### config.mk
export PLATFORM = sky130hd
export DESIGN_NAME = sb_tx_pkt_scheduler
export DESIGN_NICKNAME = d
export VERILOG_FILES = /design/src/rtl/sb_tx_pkt_scheduler.sv
export SDC_FILE = /design/constraint.sdc
export NUM_CORES = 1
export LEC_CHECK = 0
export BUFFER_PORTS_ARGS = -buffer_cell sky130_fd_sc_hd__buf_2
export CAP_MARGIN = 10
export CORE_UTILIZATION = 30
export DETAILED_ROUTE_END_ITERATION = 8
export PLACE_DENSITY_LB_ADDON = 0.08
export REMOVE_ABC_BUFFERS = 1
export SYNTH_ARGS = -nofsm -noshare
export SYNTH_HDL_FRONTEND = slang
export SYNTH_SLANG_ARGS = --single-unit
### constraint.sdc
create_clock -name i_pll_clk -period 2 [get_ports i_pll_clk]
set_input_delay 0.6 -clock i_pll_clk [delete_from_list [all_inputs] [get_ports i_pll_clk]]
set_output_delay 0.6 -clock i_pll_clk [all_outputs]
set_load 0.05 [all_outputs]
### src/rtl/sb_tx_pkt_scheduler.sv
// -----------------------------------------------------------------------------
// sb_tx_pkt_scheduler
//
// Sideband TX packet scheduler. Two message sources (requester 0: link
// management, requester 1: RDI/FDI messages) share one serial sideband lane.
// A round-robin arbiter picks a source, the granted DATA_W-bit packet is
// shifted out LSB-first at one bit per UI, and the forwarded clock enable is
// high only while data bits are on the lane. Every packet is followed by
// GAP_UI clock-gated idle UIs before the next one can start.
//
// Ports:
//   i_pll_clk     PLL clock, one UI per cycle
//   i_rst         synchronous active-high reset
//   i_sb_en       scheduler enable; low blocks new grants only
//   i_req0_valid  requester 0 has a packet
//   i_req0_data   requester 0 packet, held stable while valid
//   o_req0_ready  requester 0 packet accepted this cycle when valid
//   i_req1_valid  requester 1 has a packet
//   i_req1_data   requester 1 packet
//   o_req1_ready  requester 1 accept
//   o_txdat       serial sideband data (registered)
//   o_clk_en      forwarded sideband clock gate enable (registered)
//   o_pkt_done    one-cycle pulse on the last data UI (registered)
//   o_busy        high whenever the scheduler is not idle
// -----------------------------------------------------------------------------
module sb_tx_pkt_scheduler #(
  parameter int DATA_W = 64,
  parameter int GAP_UI = 32
) (
  input  logic              i_pll_clk,
  input  logic              i_rst,
  input  logic              i_sb_en,
  input  logic              i_req0_valid,
  input  logic [DATA_W-1:0] i_req0_data,
  output logic              o_req0_ready,
  input  logic              i_req1_valid,
  input  logic [DATA_W-1:0] i_req1_data,
  output logic              o_req1_ready,
  output logic              o_txdat,
  output logic              o_clk_en,
  output logic              o_pkt_done,
  output logic              o_busy
);

  localparam int BIT_W = (DATA_W > 1) ? $clog2(DATA_W) : 1;
  localparam int GAP_W = (GAP_UI > 1) ? $clog2(GAP_UI) : 1;

  localparam logic [BIT_W-1:0] BIT_LAST   = BIT_W'(DATA_W - 1);
  localparam logic [BIT_W-1:0] BIT_PENULT = BIT_W'(DATA_W - 2);
  localparam logic [GAP_W-1:0] GAP_LAST   = GAP_W'(GAP_UI - 1);

  typedef enum logic [1:0] {
    ST_IDLE = 2'd0,
    ST_SEND = 2'd1,
    ST_GAP  = 2'd2
  } state_t;

  state_t            state;
  logic [BIT_W-1:0]  bit_cnt;
  logic [GAP_W-1:0]  gap_cnt;
  logic [DATA_W-1:0] shift_reg;
  logic              rr_ptr;

  logic              accept_win;
  logic              grant_open;
  logic              pick1;
  logic              accept;
  logic [DATA_W-1:0] sel_data;

  // The lane can take a new packet when idle, or on the final gap UI so that
  // back-to-back packets are separated by exactly GAP_UI gated UIs.
  assign accept_win = (state == ST_IDLE) ||
                      ((state == ST_GAP) && (gap_cnt == GAP_LAST));
  assign grant_open = accept_win && i_sb_en;

  // A lone requester always wins; the pointer only breaks ties.
  assign pick1 = i_req1_valid && (!i_req0_valid || rr_ptr);

  assign o_req0_ready = grant_open && i_req0_valid && !pick1;
  assign o_req1_ready = grant_open && i_req1_valid &&  pick1;
  assign accept       = o_req0_ready || o_req1_ready;
  assign sel_data     = pick1 ? i_req1_data : i_req0_data;

  assign o_busy = (state != ST_IDLE);

  always_ff @(posedge i_pll_clk) begin
    if (i_rst) begin
      state      <= ST_IDLE;
      bit_cnt    <= '0;
      gap_cnt    <= '0;
      shift_reg  <= '0;
      rr_ptr     <= 1'b0;
      o_txdat    <= 1'b0;
      o_clk_en   <= 1'b0;
      o_pkt_done <= 1'b0;
    end else begin
      o_pkt_done <= 1'b0;
      if (accept) begin
        // Bit 0 goes straight to the output register so the first data UI
        // is the cycle right after acceptance; the rest waits in shift_reg.
        state     <= ST_SEND;
        bit_cnt   <= '0;
        gap_cnt   <= '0;
        shift_reg <= sel_data >> 1;
        o_txdat   <= sel_data[0];
        o_clk_en  <= 1'b1;
        rr_ptr    <= ~pick1;
      end else begin
        case (state)
          ST_SEND: begin
            if (bit_cnt == BIT_LAST) begin
              state    <= ST_GAP;
              bit_cnt  <= '0;
              gap_cnt  <= '0;
              o_txdat  <= 1'b0;
              o_clk_en <= 1'b0;
            end else begin
              bit_cnt    <= bit_cnt + BIT_W'(1);
              o_txdat    <= shift_reg[0];
              shift_reg  <= shift_reg >> 1;
              // Pulse lines up with the UI that carries the final bit.
              o_pkt_done <= (bit_cnt == BIT_PENULT);
            end
          end
          ST_GAP: begin
            if (gap_cnt == GAP_LAST) begin
              state   <= ST_IDLE;
              gap_cnt <= '0;
            end else begin
              gap_cnt <= gap_cnt + GAP_W'(1);
            end
          end
          ST_IDLE: begin
            o_txdat  <= 1'b0;
            o_clk_en <= 1'b0;
          end
          default: begin
            state    <= ST_IDLE;
            o_txdat  <= 1'b0;
            o_clk_en <= 1'b0;
          end
        endcase
      end
    end
  end

endmodule
==> results.md <==
| Quantity | This run |
|:---|:---|
| DP Cell Count | 985 |
| Slowest library cell on the worst path | dfxtp_2 |
| Initial core utilization | 30.8% |
| Final period util | 112% |
| Category of the worst setup path launch point | flip-flop |
| Setup violation total in the final timing report | 2 |
| Number of antenna violations at the first check in global routing | 0 |
| Synthesized flop and latch total | 80 |
| Root buffer cell | clkbuf_16 |
| Max Fclk | 0.446 GHz |
| Power per unit of standard cell area | 692 nW/um^2 |
| Leakage power | 2.61 nW |
| Antenna Violating Nets Remaining | 0 |
| Ys async rst share | 0% |
| Post-Route Hold Slack | 0.473 ns |
| Number of global-route vias before repair | 4730 |
| Worst reg2reg endpoint | shift_reg[0] |
| Boundary pin count | 139 |
| Post-DR wirelength/cell | 14.3 microns |
| Number of library cell types mapped by synthesis | 35 |
| FF-to-FF setup slack | 0.09 ns |
| Worst min path class | flip-flop to flip-flop |
| Die area | 16200 sq um |
| Final weighted congestion in routability-driven placement | 0.798 |
| Total gr overflow | 0 |
| Critical Setup Path Class | flip-flop to output port |
| Worst clock skew on the final layout | 0.00964 ns |
| Number of synthesized flops with an enable pin | 0 |
| Synth Warn # | 0 |
| DRC violations left | 0 |
| Final setup slack of the worst path | -0.244 ns |
| Count of H-tree levels built during CTS | 3 |
| Clk slew on worst S/H paths | 0.06 ns |
| Routed wire length | 14400 microns |
| Number of buffer and inverter stages on the critical path | 1 |
| Clock tree from TritonCTS | yes |
| Horiz. Die Dim | 127 microns |
| Outcome | finished with violations |
| Area of the placeable core | 15300 sq um |
| Max Cap Violations | 0 |
| Final design utilization | 40.5% |
| DIE HEIGHT | 127 microns |
| Worst reg-to-reg path cell count | 9 |
| Max-slew violation total from the final report | 0 |
| Maximum buffer depth of the clock tree | 2 |
| Worst-path cell chain | ha_4 -> and3_4 -> ha_4 -> nor2b_4 -> nor2_4 -> and3_4 -> buf_8 |
| Top flip-flop cell by instance count after synthesis | dfxtp_1 |
| Filler-free cell count of the finished design | 1007 |
| Instance count along the most critical hold path | 2 |
| Part of the Yosys area used for sequential elements | 34.1% |
| Port-buffer cells | 138 |
| Number of DRC markers after the initial detailed-route iteration | 299 |
| Final critical-path required period | 2.24 ns |
| Synthesized netlist cell count | 670 |
| CP top delay family | simple AND/OR/NAND/NOR gates |
| Pin count of the biggest net entering global routing | 75 |
| Violated checks | setup timing |
| Vias | 5091 |
| Worst VDD drop | 0.454 mV |
| Number of hold-slack violations in the final timing report | 0 |
| Fraction of layout cells with a size suffix above 1 | 27.6% |
| Average vias per placed instance | 5.06 |
| Total half-perimeter wirelength after legalization and detailed placement | 9560 microns |
| Launching point of the worst reg2reg path | gap_cnt[0] |
| Worst Path Max Fanout | 4 |
| Pin slew with the least headroom to its limit | 0.451 ns |
| Startpoint of the worst hold path | shift_reg[11] |
| Mean Syn Cell Area | 7.01 sq um |
| Setup repair after global routing missed its margin | yes |
| Capturing element type of the critical path | output port |
| Worst relative slew slack | 69.9% |
| Worst-case hold path end point | shift_reg[10] |
| Data required time at the worst endpoint | 1.40 ns |
| Worst skew pair latency | 0.33 ns |
| Tot Pwr | 4.27 mW |
| Maximum cell stage delay along the critical path | 0.33 ns |
| Global routing usage summed across all routing layers | 18.1% |
| Number of sinks on the clock net | 80 |
| Final net count | 928 |
| # rows | 45 |
| Data arrival time of the critical path | 1.64 ns |
| Iteration count of the initial detailed-routing pass | 4 |
| Area added between synthesis and finish | 31.5% |
| Netlist area before placement | 4700 sq um |
| Flip-flop count of the largest register after layout | 63 |
| Wire length of the first global-routing pass | 23500 microns |
| Total inserted antenna cells | 0 |
| Number of buffers added by the clock tree synthesis step | 9 |
-- logic make-up after synthesis --
group	count (synthesis)	synth area share (%)
adders and majority gates	4	1.07
buffers and inverters	76	8.36
AOI/OAI and AO/OA	208	24.9
and+or+nand+nor	295	30.2
xor gates and xnor gates	5	0.932
DFF	80	34.1
muxes	2	0.426
-- routing by layer --
metal / share of wire, % / track usage [%] / vias to the layer above
met5: 0 / 0 / -
met4: 0.74 / 4.27 / 0
met3: 5.0 / 3.14 / 6
met2: 47 / 30.8 / 124
met1: 47 / 23.8 / 2334
li1: - / - / 2627
-- through the flow --
step / setup TNS, ns / instance area, sq um / worst slack (ns)
2_1_floorplan: -80.93 / 4320 / -2.04
5_1_grt: -1.19 / 6180 / -0.299
4_1_cts: -0.508 / 6100 / -0.265
3_5_place_dp: -4.67 / 5690 / -0.237
3_3_place_gp: -2.47 / 5690 / -0.201
6_report: -0.448 / 6180 / -0.244
-- tightest hold or removal path, stage by stage (launching register included) --
cell	delay, ns
dfxtp_1	0.31
nand2_1	0.05
a31oi_1	0.07
-- synth_stat cells (all sizes together), types with 2 or more instances --
library cell,number,area [sq um]
a21oi,71,355
a31oi,65,407
and3,65,407
and4,2,20.0
buf,36,243
clkbuf,37,139
dfxtp,80,1600
ha,4,50.1
inv,3,11.3
mux2i,2,20.0
nand2,130,488
nand2b,4,25.0
nand3,68,340
nand3b,2,15.0
nand4,3,18.8
nor2,13,48.8
nor2b,4,27.5
o21ai,62,310
o32ai,3,26.3
or2,2,12.5
xor2,4,35.0
-- worst max path at each step --
stage	from	endpoint	slack, ns	cells past startpoint
4_1_cts	gap_cnt[1]	o_req0_ready	-0.26	7
3_5_place_dp	gap_cnt[0]	o_req0_ready	-0.24	7
2_1_floorplan	i_req0_valid	o_req1_ready	-2.04	3
5_1_grt	gap_cnt[0]	o_req0_ready	-0.30	7
6_report	gap_cnt[0]	o_req0_ready	-0.24	7
3_3_place_gp	gap_cnt[0]	o_req0_ready	-0.20	7
-- power breakdown --
part	leakage [nW]	switching [mW]	internal (mW)
Sequential	0.654	0.0522	1.69
Combinational	1.81	0.493	0.383
Clock	0.145	0.655	0.999
Total	2.61	1.20	3.07
-- cells in the final DEF (no fill, tap or decap), drive strengths merged, types with 3 or more instances in the layout --
cell / netlist / routed
o21ai: 62 / 62
nand4: 3 / 3
nor2b: 4 / 4
nor2: 13 / 13
buf: 36 / 181
inv: 3 / 3
and3: 65 / 65
ha: 4 / 4
o32ai: 3 / 3
nand3: 68 / 68
nand2: 130 / 130
dfxtp: 80 / 80
a31oi: 65 / 65
a21oi: 71 / 71
clkinv: 0 / 3
xor2: 4 / 4
nand2b: 4 / 4
clkbuf: 37 / 13
-- area by class of cell --
type / count / area (sq um)
Tap cell: 211 / 264
Clock inverter: 5 / 56.3
Fill cell: 1632 / 9080
Inverter: 3 / 11.3
Timing Repair Buffer: 183 / 1190
Multi-Input combinational cell: 514 / 2810
Sequential cell: 80 / 1600
Clock buffer: 11 / 243
-- repair_timing --
action,in CTS,in global routing
pin swaps,4,5
endpoints found under the setup margin,39,74
hold buffers,0,0
buffers inserted,3,2
gates resized for setup,21,6
gates cloned,0,3
Note: power is estimated with default switching activity, not from simulation.
